===== config.mk =====
export PLATFORM = sky130hd
export DESIGN_NAME = cga_vram_arbiter
export DESIGN_NICKNAME = d
export VERILOG_FILES = /design/src/rtl/cga_vram_arbiter.sv
export SDC_FILE = /design/constraint.sdc
export NUM_CORES = 1
export LEC_CHECK = 0
export BUFFER_PORTS_ARGS = -buffer_cell sky130_fd_sc_hd__buf_2
export CORE_MARGIN = 2
export CORE_UTILIZATION = 55
export CTS_CLUSTER_SIZE = 14
export DETAILED_ROUTE_END_ITERATION = 12
export GPL_ROUTABILITY_DRIVEN = 0
export GPL_TIMING_DRIVEN = 0
export PLACE_DENSITY = 0.92
export SETUP_SLACK_MARGIN = 0.05
export SKIP_CTS_REPAIR_TIMING = 1
export SKIP_LAST_GASP = 1
export SLEW_MARGIN = 20
export SYNTH_ARGS = -nofsm -noshare
export SYNTH_HDL_FRONTEND = slang
export SYNTH_SLANG_ARGS = --single-unit

===== constraint.sdc =====
create_clock -name clk -period 2.7 [get_ports clk]
set_clock_uncertainty 0.05 [all_clocks]
set_input_delay 0.135 -clock clk [delete_from_list [all_inputs] [get_ports clk]]
set_output_delay 0.135 -clock clk [all_outputs]
set_load 0.01 [all_outputs]

===== src/rtl/cga_vram_arbiter.sv =====
// ---------------------------------------------------------------------------
// cga_vram_arbiter
// Owns the single video SRAM port and shares it between the pixel fetch path
// (hard real-time, always wins) and the synchronized ISA CPU read/write path
// (runs only in sequencer-granted slots, retried when preempted). Generates
// the ISA ready handshake with a watchdog bounding how long ready stays low.
//
// Ports:
//   clk, reset_l             card clock, asynchronous active-low reset
//   pixel_req/pixel_addr     pixel read strobe (one per byte) and address
//   pixel_data/pixel_valid   captured pixel byte, valid two cycles after req
//   slot_open                CPU access window granted this cycle
//   isa_rd/isa_wr            CPU read/write request levels (synchronized)
//   isa_addr/isa_din         CPU address and write data
//   isa_dout                 CPU read data, held until the next read completes
//   isa_rdy                  ISA ready (0 = insert wait states)
//   wait_timeout             sticky watchdog flag, cleared only by reset
//   ram_a/ram_d_out/ram_d_oe SRAM address, write data and data-bus drive
//   ram_d_in                 SRAM read data (valid one cycle after address)
//   ram_we_l                 SRAM write enable, active low
// ---------------------------------------------------------------------------
module cga_vram_arbiter #(
    parameter int USE_BUS_WAIT = 1,
    parameter int WAIT_MAX     = 200,
    parameter int ADDR_W       = 19
) (
    input  logic              clk,
    input  logic              reset_l,
    input  logic              pixel_req,
    input  logic [ADDR_W-1:0] pixel_addr,
    output logic [7:0]        pixel_data,
    output logic              pixel_valid,
    input  logic              slot_open,
    input  logic              isa_rd,
    input  logic              isa_wr,
    input  logic [ADDR_W-1:0] isa_addr,
    input  logic [7:0]        isa_din,
    output logic [7:0]        isa_dout,
    output logic              isa_rdy,
    output logic              wait_timeout,
    output logic [ADDR_W-1:0] ram_a,
    output logic [7:0]        ram_d_out,
    output logic              ram_d_oe,
    input  logic [7:0]        ram_d_in,
    output logic              ram_we_l
);

    typedef enum logic [2:0] {
        S_IDLE     = 3'd0,
        S_PEND     = 3'd1,
        S_RD_ADDR  = 3'd2,
        S_RD_CAP   = 3'd3,
        S_WR_SETUP = 3'd4,
        S_WR_PULSE = 3'd5,
        S_WR_HOLD  = 3'd6,
        S_DONE     = 3'd7
    } state_t;

    // Last watchdog count value before the forced release fires.
    localparam logic [7:0] WD_LAST = 8'(WAIT_MAX - 1);

    state_t            r_state;
    state_t            w_next_state;
    logic              r_rd_prev;
    logic              r_wr_prev;
    logic              w_req_edge;
    logic [ADDR_W-1:0] r_addr;
    logic [7:0]        r_din;
    logic              r_is_rd;
    logic              r_pix_d1;
    logic [7:0]        r_pixel_data;
    logic              r_pixel_valid;
    logic [7:0]        r_isa_dout;
    logic [ADDR_W-1:0] r_ram_a_hold;
    logic [7:0]        r_wd_cnt;
    logic              r_wd_release;
    logic              r_wait_timeout;
    logic              w_access;
    logic              w_rdy_raw;
    logic              w_we_l;
    logic              w_d_oe;
    logic [ADDR_W-1:0] w_ram_a;

    // A request only counts when the level was low in the previous cycle.
    assign w_req_edge = (isa_rd & ~r_rd_prev) | (isa_wr & ~r_wr_prev);

    // State register.
    always_ff @(posedge clk or negedge reset_l) begin
        if (!reset_l) begin
            r_state <= S_IDLE;
        end else begin
            r_state <= w_next_state;
        end
    end

    // Next-state logic; any pixel request during an access aborts it back to PEND.
    always_comb begin
        w_next_state = r_state;
        case (r_state)
            S_IDLE: begin
                if (w_req_edge) w_next_state = S_PEND;
                else            w_next_state = S_IDLE;
            end
            S_PEND: begin
                if (slot_open && !pixel_req) w_next_state = r_is_rd ? S_RD_ADDR : S_WR_SETUP;
                else                         w_next_state = S_PEND;
            end
            S_RD_ADDR:  w_next_state = pixel_req ? S_PEND : S_RD_CAP;
            S_RD_CAP:   w_next_state = pixel_req ? S_PEND : S_DONE;
            S_WR_SETUP: w_next_state = pixel_req ? S_PEND : S_WR_PULSE;
            S_WR_PULSE: w_next_state = pixel_req ? S_PEND : S_WR_HOLD;
            S_WR_HOLD:  w_next_state = pixel_req ? S_PEND : S_DONE;
            S_DONE: begin
                if (!isa_rd && !isa_wr) w_next_state = S_IDLE;
                else                    w_next_state = S_DONE;
            end
            default:    w_next_state = S_IDLE;
        endcase
    end

    // Output decode; write strobes are gated by pixel_req so an abort releases the bus at once.
    always_comb begin
        w_access  = 1'b0;
        w_rdy_raw = 1'b1;
        w_we_l    = 1'b1;
        w_d_oe    = 1'b0;
        case (r_state)
            S_PEND: begin
                w_rdy_raw = 1'b0;
            end
            S_RD_ADDR, S_RD_CAP: begin
                w_access  = 1'b1;
                w_rdy_raw = 1'b0;
            end
            S_WR_SETUP, S_WR_HOLD: begin
                w_access  = 1'b1;
                w_rdy_raw = 1'b0;
                w_d_oe    = ~pixel_req;
            end
            S_WR_PULSE: begin
                w_access  = 1'b1;
                w_rdy_raw = 1'b0;
                w_d_oe    = ~pixel_req;
                w_we_l    = pixel_req;
            end
            default: begin
                w_rdy_raw = 1'b1;
            end
        endcase
        if (pixel_req)     w_ram_a = pixel_addr;
        else if (w_access) w_ram_a = r_addr;
        else               w_ram_a = r_ram_a_hold;
    end

    // Request edge history and latching of the CPU request in IDLE.
    always_ff @(posedge clk or negedge reset_l) begin
        if (!reset_l) begin
            r_rd_prev <= 1'b0;
            r_wr_prev <= 1'b0;
            r_addr    <= '0;
            r_din     <= 8'h00;
            r_is_rd   <= 1'b0;
        end else begin
            r_rd_prev <= isa_rd;
            r_wr_prev <= isa_wr;
            if (r_state == S_IDLE && w_req_edge) begin
                r_addr  <= isa_addr;
                r_din   <= isa_din;
                r_is_rd <= isa_rd;
            end
        end
    end

    // Pixel capture pipeline, CPU read capture and ram_a hold register.
    always_ff @(posedge clk or negedge reset_l) begin
        if (!reset_l) begin
            r_pix_d1      <= 1'b0;
            r_pixel_valid <= 1'b0;
            r_pixel_data  <= 8'h00;
            r_isa_dout    <= 8'h00;
            r_ram_a_hold  <= '0;
        end else begin
            r_pix_d1      <= pixel_req;
            r_pixel_valid <= r_pix_d1;
            if (r_pix_d1) r_pixel_data <= ram_d_in;
            if (r_state == S_RD_CAP && !pixel_req) r_isa_dout <= ram_d_in;
            r_ram_a_hold  <= w_ram_a;
        end
    end

    // Watchdog: counts wait-state cycles and forces ready high once the limit is hit.
    always_ff @(posedge clk or negedge reset_l) begin
        if (!reset_l) begin
            r_wd_cnt       <= 8'd0;
            r_wd_release   <= 1'b0;
            r_wait_timeout <= 1'b0;
        end else if (w_rdy_raw || USE_BUS_WAIT == 0) begin
            r_wd_cnt     <= 8'd0;
            r_wd_release <= 1'b0;
        end else if (!r_wd_release) begin
            if (r_wd_cnt == WD_LAST) begin
                r_wd_release   <= 1'b1;
                r_wait_timeout <= 1'b1;
            end else begin
                r_wd_cnt <= r_wd_cnt + 8'd1;
            end
        end
    end

    assign isa_rdy      = (USE_BUS_WAIT == 0) ? 1'b1 : (w_rdy_raw | r_wd_release);
    assign wait_timeout = r_wait_timeout;
    assign ram_a        = w_ram_a;
    assign ram_d_out    = r_din;
    assign ram_d_oe     = w_d_oe;
    assign ram_we_l     = w_we_l;
    assign pixel_data   = r_pixel_data;
    assign pixel_valid  = r_pixel_valid;
    assign isa_dout     = r_isa_dout;

endmodule

# Word-level counts from Yosys, hierarchy flattened
# Index checks and enable logic that the tools add are counted.
# word_totals
regBits	80
out_inout_bits	48
# classes
addsub	1
eq_ne	10
muxes	21
bitwise_logic	8
reduce_logical	14
# ops
cell	n
2-to-1 mux 19 bit	2
2-to-1 mux 8 bit	3
case mux 3 bit (7 select lines)	1
2-to-1 mux 3 bit	6
== test 3 bit, second input constant	4
adder 8 x 1 -> 8 bit, second input constant	1
== test 8 bit, second input constant	1
2-to-1 mux 1 bit	8
== test 3 x 2 -> 1 bit, second input constant	2
OR reduction 6 bit	1
OR reduction 5 bit	1
logical AND 1 bit	4
!= test 2 bit, second input constant	2
NOT 1 bit	4
== test 3 x 1 -> 1 bit, second input constant	1
zero test 1 bit	3
zero test 3 bit	1
AND reduction 3 bit	1
OR reduction 3 bit	1
bitwise AND 1 bit	2
2-to-1 mux 2 bit	1
OR 1 bit	2
AND reduction 2 bit	1
OR reduction 2 bit	1

# Depth between registers and ports, before layout
# Gate-level depths: netlist (run 1).
# depth
ltp_word	5
mapped_depth	7

# Worst setup path before layout (run 1)
# OpenSTA, ideal clock, no wires.
# synth_path
kind	reg-to-reg
start	reg r_state[2]
end	reg r_ram_a_hold[10]
arrival_time_ns	1.590
t_required_ns	2.502
setup_slack_ns	0.913
path_stages_with_launch	8
n_path_buf	3
synth_period_minus_slack_ns	1.787
cell_sequence	dfrtp_1 -> buf_6 -> and3_1 -> buf_2 -> nor2_8 -> buf_6 -> mux2i_1 -> o21ai_0
# synth_between
elab_chain_cells	5
# synth_lines
item	line	rtl
from (decl)	62	state_t r_state;
from (signal assigned)	92	r_state <= w_next_state;
== test 3 x 2 -> 1 bit or == test 3 bit (tied branches)	127	case (r_state)
OR reduction 5 bit (no line) (*)	-	
2-to-1 mux 1 bit (*)	127	
2-to-1 mux 19 bit (*)	151	else if (w_access) w_ram_a = r_addr;
2-to-1 mux 19 bit (*)	150	if (pixel_req) w_ram_a = pixel_addr;
via ram_a[10]	41	output logic [ADDR_W-1:0] ram_a,
to (signal assigned)	187	r_ram_a_hold <= w_ram_a;
to (decl)	74	logic [ADDR_W-1:0] r_ram_a_hold;
# The timed path passes the listed nets; every way through them passes the cells marked *.
# A chain may end at the register's enable or synchronous reset.

# Worst setup path after layout (run 1)
# layout_path
start	reg r_state[2]
end	out ram_a[8]
# layout_between
elab_chain_cells	5
# layout_lines
item	line
== test 3 x 2 -> 1 bit or == test 3 bit (tied branches)	127
OR reduction 5 bit (no line) (*)	-
2-to-1 mux 1 bit (*)	127
2-to-1 mux 19 bit (*)	151
2-to-1 mux 19 bit (*)	150
to (decl)	41
# Every way passes the cells marked *; elsewhere a longest branch is shown, timed or not.

==> impl_metrics.ini, run 1 <==
[setup_path]
end_kind = output port
worstSetupStartpointType = flop
rrSetupSlack_ns = 0.83
crit_required_ns = 2.52
crit_type = flop to output port
cp.arrival_ns = 2.21
crit_fanout = 10

[timing]
holdWs_ns = -0.0103
finalHoldViolations = 1
layout_worst_path_cycle_share = 0.887
finalSetupTns_ns = 0
finalCriticalPeriod_ns = 2.40
maxSlewHeadroom = 0.546
rsz0062_at_grt = no
setup_viol = 0
worst_pin_slew_ns = 0.678
fmax_mhz = 417
fin_ws_ns = 0.305
slew_viol_final = 0

[floorplanning]
coreArea_um2 = 5960
die_y_um = 82.9
rows = 28
pin_count = 108
start_util = 0.575
fp.dieW_um = 82.9
die_area_um2 = 6870

[final_layout]
fin_area_um2 = 4720
regArea_um2 = 2000
syn2layout_area_growth_pct = 38.1
fill_cells = 341
multi_input_area_um2 = 1290
drive_gt1_frac = 0.424
final_nets = 476
diodes = 0

[synth]
synth_top_area_frac = 0.585
synth_seq_area_share = 0.585
synth_area_um2 = 3420
synth.largest_area_cell = dfrtp_1
syn_nets = 318
synth_ff_type = dfrtp_1
synthArstFlopShare = 1.00
syn_inst = 257
ys_warn_count = 0
synth_area_leaders = dfrtp_1 (59%), mux2_4 (8.3%), mux2_2 (7.9%), mux2i_1 (5.9%), o21ai_0 (3.2%)
synth_cell_types = 36
synth_edf_count = 0
synth_area_per_cell_um2 = 13.3
synth_seq_cells = 80

[run_status]
violations = negative hold slack
run_status = finished with violations

[power_and_ir_drop]
power_leakage_nw = 2.39
ir_worst_vdd_mv = 0.649
cellPowerDensity_nw_per_um2 = 1010

[clock_tree]
htreeDepth = 3
clockBufferDepth = 2
cts_made_buffers = 9
clkSinkCount = 80
clock_latency_ns = 0.34
clk_pin_slew_ns = 0.08
cts_tree = done
cts-root-buf = clkbuf_8

[grt]
antenna_found_initial = 0
overflow = 0
grt_max_degree = 54
first_global_vias = 2595
grt.total_usage = 0.223
grt_first_pass_wirelength_um = 12200

[drt]
drt_iter0_drc = 129
dr.pass1.iters = 4
wl_per_cell_um = 16.6
postRouteAntennaNets = 0
num_vias = 2587
drc = 0
avgViaCountPerCell = 5.23
wl_um = 8200

[flow_run]
maxCapViolations = 0

[placement]
portBuffers = 107
placed_area_um2 = 4080
dp_slack_ns = 0.678
dp_hpwl_um = 5270

[min_path]
hold_class = input port to flop
layout by cell type (no fill, tap or decap), types with 8 or more instances in the layout:
master / count
nand2_1: 27
mux2_2: 24
dlygate4sd3_1: 39
o21ai_0: 22
dfrtp_1: 80
buf_2: 108
a21oi_1: 8
mux2_4: 19
mux2i_1: 20
clkbuf_8: 10
through the flow:
stage	total power, mW	utilization	cells
after floorplan	3.07	-	257
after global placement	3.53	0.680	439
after detailed placement	3.65	0.685	440
after CTS	4.73	0.728	456
after global routing	5.06	0.793	495
final	4.79	0.793	495
worst paths after layout:
path / from / end / depth (start not counted)
max: r_state[2] / ram_a[8] / 8
min: pixel_addr[13] / r_ram_a_hold[13] / 3
max reg2reg: r_state[2] / r_ram_a_hold[8] / 7
min in group asynchronous: reset_l / ram_d_out[5] / 2
max in group asynchronous: reset_l / r_ram_a_hold[14] / 3
min reg2reg: r_pix_d1 / pixel_valid / 0
power by group:
part	leakage (nW)	total, mW	internal, mW	switching [mW]
logic	1.30	1.81	0.961	0.846
registers	0.968	1.90	1.64	0.259
clock network	0.123	1.08	0.644	0.437
total	2.39	4.79	3.24	1.54
cell usage after synthesis, types with 3 or more instances:
library cell	n
inv_1	6
mux2_4	19
nand2_1	27
o21ai_0	22
a21oi_1	8
dfrtp_1	80
clkbuf_1	6
mux2_2	24
mux2i_1	20
nor2_1	6
buf_6	3
critical path, stage by stage (launching register included):
cell	delay [ns]
dfrtp_1	0.38
buf_6	0.13
and3_1	0.17
buf_2	0.17
nor2_8	0.26
buf_6	0.22
mux2i_1	0.09
o21ai_0	0.25
buf_2	0.19
cells by family (layout without fill, tap and decap cells):
family,after synthesis,count (layout),synth area share
adder cells (fa/ha/maj),1,1,0.00366
AND/OR/NAND/NOR,51,51,0.0804
flip-flops,80,80,0.585
buffers and inverters,19,182,0.0377
AO/OA/AOI/OAI,39,39,0.0622
XOR/XNOR,4,4,0.0102
multiplexers,63,63,0.221
state kept, by name, summed over array words and instances (netlist names), 3 cells and up:
register      count
r_addr           19
pixel_data        8
isa_dout          8
ram_d_out         8
r_state           3
r_ram_a_hold     19
r_wd_cnt          8
area by class of cell:
| type | instances | area share |
|---|---|---|
| clock inverters | 6 | 0.0244 |
| plain buffers | 13 | 0.0225 |
| well taps | 75 | 0.0199 |
| inverters | 6 | 0.00477 |
| flip-flops and latches | 80 | 0.424 |
| clock buffers | 10 | 0.0291 |
| repair buffers | 147 | 0.202 |
| multi-input cells | 158 | 0.273 |
routing by layer:
| metal | track usage | share of wire | vias up |
|---|---|---|---|
| li1 | - | - | 1213 |
| met1 | 0.264 | 0.39 | 1262 |
| met2 | 0.401 | 0.54 | 90 |
| met3 | 0.0358 | 0.039 | 22 |
| met4 | 0.0969 | 0.027 | 0 |
| met5 | 0 | 0 | - |
Power figures use the tool's default switching activity.
==> run 2, diff against run 1 <==
--- a/config.mk
+++ b/config.mk
@@ -5,14 +5,15 @@
 export SDC_FILE = /design/constraint.sdc
 export NUM_CORES = 1
 export LEC_CHECK = 0
+export ABC_CLOCK_PERIOD_IN_PS = 2700
 export BUFFER_PORTS_ARGS = -buffer_cell sky130_fd_sc_hd__buf_2
 export CORE_MARGIN = 2
-export CORE_UTILIZATION = 55
+export CORE_UTILIZATION = 30
 export CTS_CLUSTER_SIZE = 14
 export DETAILED_ROUTE_END_ITERATION = 12
 export GPL_ROUTABILITY_DRIVEN = 0
 export GPL_TIMING_DRIVEN = 0
-export PLACE_DENSITY = 0.92
+export PLACE_DENSITY = 0.59
 export SETUP_SLACK_MARGIN = 0.05
 export SKIP_CTS_REPAIR_TIMING = 1
 export SKIP_LAST_GASP = 1
==> run 2 against run 1 <==
Compared with the run above:
- the flow still finishes with violations (negative hold slack)
- flip-flop and latch count unchanged
- worst hold slack better by 0.0066 ns
- sequential power about the same
- global-route usage down 9.3 points
- largest power group unchanged
==> impl_metrics.ini, run 2 (synthesized netlist as in run 1, its figures left out) <==
[clock_tree]
clkSinkCount = 80
cts_tree = done
clockBufferDepth = 2
clock_latency_ns = 0.33
cts_made_buffers = 9
cts-root-buf = clkbuf_16
clk_pin_slew_ns = 0.06
htreeDepth = 3

[final_layout]
fin_util = 0.432
final_common_cell = buf_2
diodes = 0
mostFrequentLayoutCells = buf_2 (108), dfrtp_1 (80), dlygate4sd3_1 (39), nand2_1 (27), mux2_2 (24)
fill_cells = 1057
final_nets = 476
drive_gt1_frac = 0.421
reg_top3 = r_addr (19), r_ram_a_hold (19)
syn2layout_area_growth_pct = 42.4

[floorplanning]
die_area_um2 = 12300
pin_count = 108
fp.dieW_um = 111
coreArea_um2 = 11300
rows = 39
start_util = 0.304
die_y_um = 111

[timing]
finalSetupTns_ns = 0
setup_viol = 0
holdWs_ns = -0.00372
slew_viol_final = 0
fin_ws_ns = 0.303
maxSlewHeadroom = 0.530
layout_worst_path_cycle_share = 0.888
rsz0062_at_grt = no
fmax_mhz = 417
finalCriticalPeriod_ns = 2.40
worst_pin_slew_ns = 0.701
finalHoldViolations = 4

[setup_path]
crit_required_ns = 2.52
crit_chain = buf_6 -> and3_1 -> buf_2 -> nor2_8 -> buf_6 -> mux2i_1 -> o21ai_0 -> buf_2
end_kind = output port
cp.arrival_ns = 2.21
crit_type = flop to output port
cp_slowest_cell = dfrtp_1
crit_fanout = 10
slowest_delay_ns = 0.37
worstSetupStartpointType = flop

[grt]
first_global_vias = 2526
grt_max_degree = 45
antenna_found_initial = 0
grt_first_pass_wirelength_um = 12600
overflow = 0
grt.total_usage = 0.130

[min_path]
hold_class = input port to flop

[flow_run]
maxCapViolations = 0

[drt]
wl_um = 7760
postRouteAntennaNets = 0
drc = 0
avgViaCountPerCell = 4.46
dr.pass1.iters = 4
num_vias = 2510
wl_per_cell_um = 13.8
drt_iter0_drc = 119

[run_status]
run_status = finished with violations
violations = negative hold slack

[power_and_ir_drop]
power_leakage_nw = 2.41
ir_worst_vdd_mv = 0.449
cellPowerDensity_nw_per_um2 = 1020
power_mw = 4.95

[placement]
dp_slack_ns = 0.655
portBuffers = 107
dp_hpwl_um = 5210
## run 2: cell types whose count changed in the layout (fill, tap and decap cells not counted)
cell and delta:
clkbuf_8 -9, clkbuf_16 +9, bufinv_16 -1, clkinv_2 +1, buf_16 -1, clkbuf_1 +1, buf_12 +1, clkinvlp_4 +1
clkinv_4 -1, inv_6 -1
## run 2: report_power, final
| group | internal, mW | leakage [nW] | switching (mW) |
|---|---|---|---|
| Sequential | 1.64 | 0.968 | 0.229 |
| Clock | 0.833 | 0.152 | 0.477 |
| Combinational | 0.959 | 1.29 | 0.811 |
| Total | 3.43 | 2.41 | 1.52 |
## run 2: worst paths after layout
path	start	endpoint	slack, ns	cells after the start
worst max-delay path	r_state[2]	ram_a[8]	0.30	8
worst min-delay path	ram_d_in[4]	pixel_data[4]	-0.004	2
worst max register to register	r_state[2]	r_ram_a_hold[13]	0.81	7
worst min register to register	r_pix_d1	pixel_valid	0.32	0
max in group asynchronous	reset_l	isa_dout[0]	1.75	3
min in group asynchronous	reset_l	r_wd_cnt[3]	0.25	2
## run 2: per-layer routing
| layer | vias to the layer above | track usage | wire, µm |
|---|---|---|---|
| met3 | 14 | 0.0334 | 350 |
| met2 | 79 | 0.207 | 3700 |
| met5 | - | 0 | 0 |
| met1 | 1205 | 0.166 | 3540 |
| li1 | 1212 | - | - |
| met4 | 0 | 0.0625 | 170 |
## run 2: stage by stage
stage	cells	cell area [µm²]
floorplan	257	3420
global placement	507	4140
detailed placement	508	4160
CTS	524	4480
global route	563	4870
finish	563	4870
## run 2: area by class of cell
cell class | count | area, µm² | share of cell area
buffer | 13 | 106 | 0.0218
clock buffer | 11 | 243 | 0.0498
clock inverter | 5 | 80.1 | 0.0164
inverter | 6 | 22.5 | 0.00462
multi-input combinational | 158 | 1290 | 0.265
sequential | 80 | 2000 | 0.411
tap | 143 | 179 | 0.0367
timing repair buffer | 147 | 948 | 0.195
## run 2: worst max-delay path: cells and delay by family, from the launching register on
| family | cells | cell delay, ns |
|---|---|---|
| AOI/OAI and AO/OA | 1 | 0.26 |
| and+or+nand+nor | 2 | 0.44 |
| muxes | 1 | 0.09 |
| buffers and inverters | 4 | 0.72 |
| DFF | 1 | 0.37 |
==> run 3, diff against run 2 <==
--- a/config.mk
+++ b/config.mk
@@ -7,13 +7,15 @@
 export LEC_CHECK = 0
 export ABC_CLOCK_PERIOD_IN_PS = 2700
 export BUFFER_PORTS_ARGS = -buffer_cell sky130_fd_sc_hd__buf_2
+export CELL_PAD_IN_SITES_DETAIL_PLACEMENT = 0
+export CELL_PAD_IN_SITES_GLOBAL_PLACEMENT = 1
 export CORE_MARGIN = 2
 export CORE_UTILIZATION = 30
 export CTS_CLUSTER_SIZE = 14
 export DETAILED_ROUTE_END_ITERATION = 12
 export GPL_ROUTABILITY_DRIVEN = 0
 export GPL_TIMING_DRIVEN = 0
-export PLACE_DENSITY = 0.59
+export PLACE_DENSITY = 0.69
 export SETUP_SLACK_MARGIN = 0.05
 export SKIP_CTS_REPAIR_TIMING = 1
 export SKIP_LAST_GASP = 1
==> run 3 against run 2 <==
Compared with the run above:
- the run still ends with negative hold slack left
- via count is 0.44% lower
- critical path type unchanged
- cell area fell by 0.69%
- critical endpoint is now ram_a[14]
- setup slack got worse by 0.012 ns
- largest power group unchanged
- worst hold slack worse by 0.0065 ns
- sequential share of layout area up 0.29 points
- clock-buffer cell count down 1
- highest routed layer unchanged
==> impl_metrics.ini, run 3 (synthesized netlist as in run 1, its figures left out) <==
[run_status]
run_status = finished with violations
violations = negative hold slack

[final_layout]
syn2layout_area_growth_pct = 41.4
instances_no_fill = 559
final_common_cell = buf_2
final_nets = 472
mostFrequentLayoutCells = buf_2 (108), dfrtp_1 (80), dlygate4sd3_1 (35), nand2_1 (27), mux2_2 (24)
diodes = 0
drive_gt1_frac = 0.428
reg_top3 = r_addr (19), r_ram_a_hold (19)
fin_util = 0.429

[drt]
drt_iter0_drc = 85
dr.pass1.iters = 4
avgViaCountPerCell = 4.47
num_vias = 2499
postRouteAntennaNets = 0
wl_um = 7810
wl_per_cell_um = 14.0
drc = 0

[placement]
dp_cells = 508
dp_hpwl_um = 5280
portBuffers = 107
dp_slack_ns = 0.606

[setup_path]
crit_required_ns = 2.52
crit_start = r_state[2]
end_kind = output port
cp.arrival_ns = 2.22
crit_type = flop to output port
worstSetupStartpointType = flop
r2r_cells = 7
crit_fanout = 10
regToRegStartpoint = r_state[2]

[power_and_ir_drop]
ir_worst_vdd_mv = 0.381
cellPowerDensity_nw_per_um2 = 1020
power_leakage_nw = 2.41

[floorplanning]
rows = 39
die_y_um = 111
die_area_um2 = 12300
fp.dieW_um = 111
start_util = 0.304
pin_count = 108
coreArea_um2 = 11300

[grt]
grt_first_pass_wirelength_um = 12300
overflow = 0
first_global_vias = 2452
antenna_found_initial = 0
grt_max_degree = 52
grt.total_usage = 0.127

[timing]
holdWs_ns = -0.0103
setup_viol = 0
worst_pin_slew_ns = 0.691
finalHoldViolations = 4
maxSlewHeadroom = 0.537
fmax_mhz = 415
slew_viol_final = 0
finalCriticalPeriod_ns = 2.41
layout_worst_path_cycle_share = 0.892
rsz0062_at_grt = no
fin_ws_ns = 0.291
finalSetupTns_ns = 0

[min_path]
hold_class = input port to flop
min_path_cells = 2
hold_start = isa_addr[15]

[flow_run]
maxCapViolations = 0

[clock_tree]
clk_pin_slew_ns = 0.06
clockBufferDepth = 2
htreeDepth = 3
clkSinkCount = 80
cts-root-buf = clkbuf_16
cts_tree = done
clock_latency_ns = 0.33
cts_made_buffers = 9
-- run 3: cell types whose count changed in the layout (fill, tap and decap cells not counted), sizes merged --
| cell | change |
|---|---|
| clkinv | +2 |
| dlygate4sd3 | -4 |
| clkbuf | -1 |
| clkinvlp | -1 |
-- run 3: through the flow --
| step | hold WS, ns | power (mW) | area [µm²] |
|---|---|---|---|
| 6_report | -0.0103 | 4.95 | 4840 |
| 5_1_grt | 0.00102 | 5.27 | 4840 |
| 4_1_cts | -0.313 | 4.98 | 4490 |
| 3_5_place_dp | 0.0490 | 3.65 | 4170 |
| 3_3_place_gp | 0.207 | 3.59 | 4140 |
| 2_1_floorplan | -0.211 | 3.07 | 3420 |
-- run 3: final timing paths --
path,end,slack [ns]
worst min register to register,pixel_valid,0.34
worst max register to register,r_ram_a_hold[14],0.79
worst max-delay path,ram_a[14],0.29
min in group asynchronous,r_ram_a_hold[8],0.22
worst min-delay path,r_addr[15],-0.01
max in group asynchronous,r_state[0],1.79
-- run 3: worst max-delay path: stages, from the launching register on --
cell	delay (ns)
dfrtp_1	0.37
buf_6	0.13
and3_1	0.16
buf_2	0.16
nor2_8	0.27
buf_6	0.23
mux2i_1	0.10
o21ai_0	0.26
buf_2	0.19
-- run 3: layout make-up --
class                           count  area [µm²]
Buffer                             13         106
Clock buffer                       10         239
Clock inverter                      6        82.6
Fill cell                        1088        6430
Inverter                            6        22.5
Multi-Input combinational cell    158        1290
Sequential cell                    80        2000
Tap cell                          143         179
Timing Repair Buffer              143         916
-- run 3: power by group --
group,internal (mW),switching (mW)
clock,0.830,0.476
sequential,1.64,0.234
combinational,0.956,0.811
total,3.43,1.52
-- run 3: routing by layer --
metal | share of wire | global-route usage | vias to the layer above
met5 | 0 | 0 | -
met4 | 0.016 | 0.0625 | 0
met3 | 0.035 | 0.0301 | 11
met2 | 0.50 | 0.199 | 57
met1 | 0.45 | 0.166 | 1227
li1 | - | - | 1204
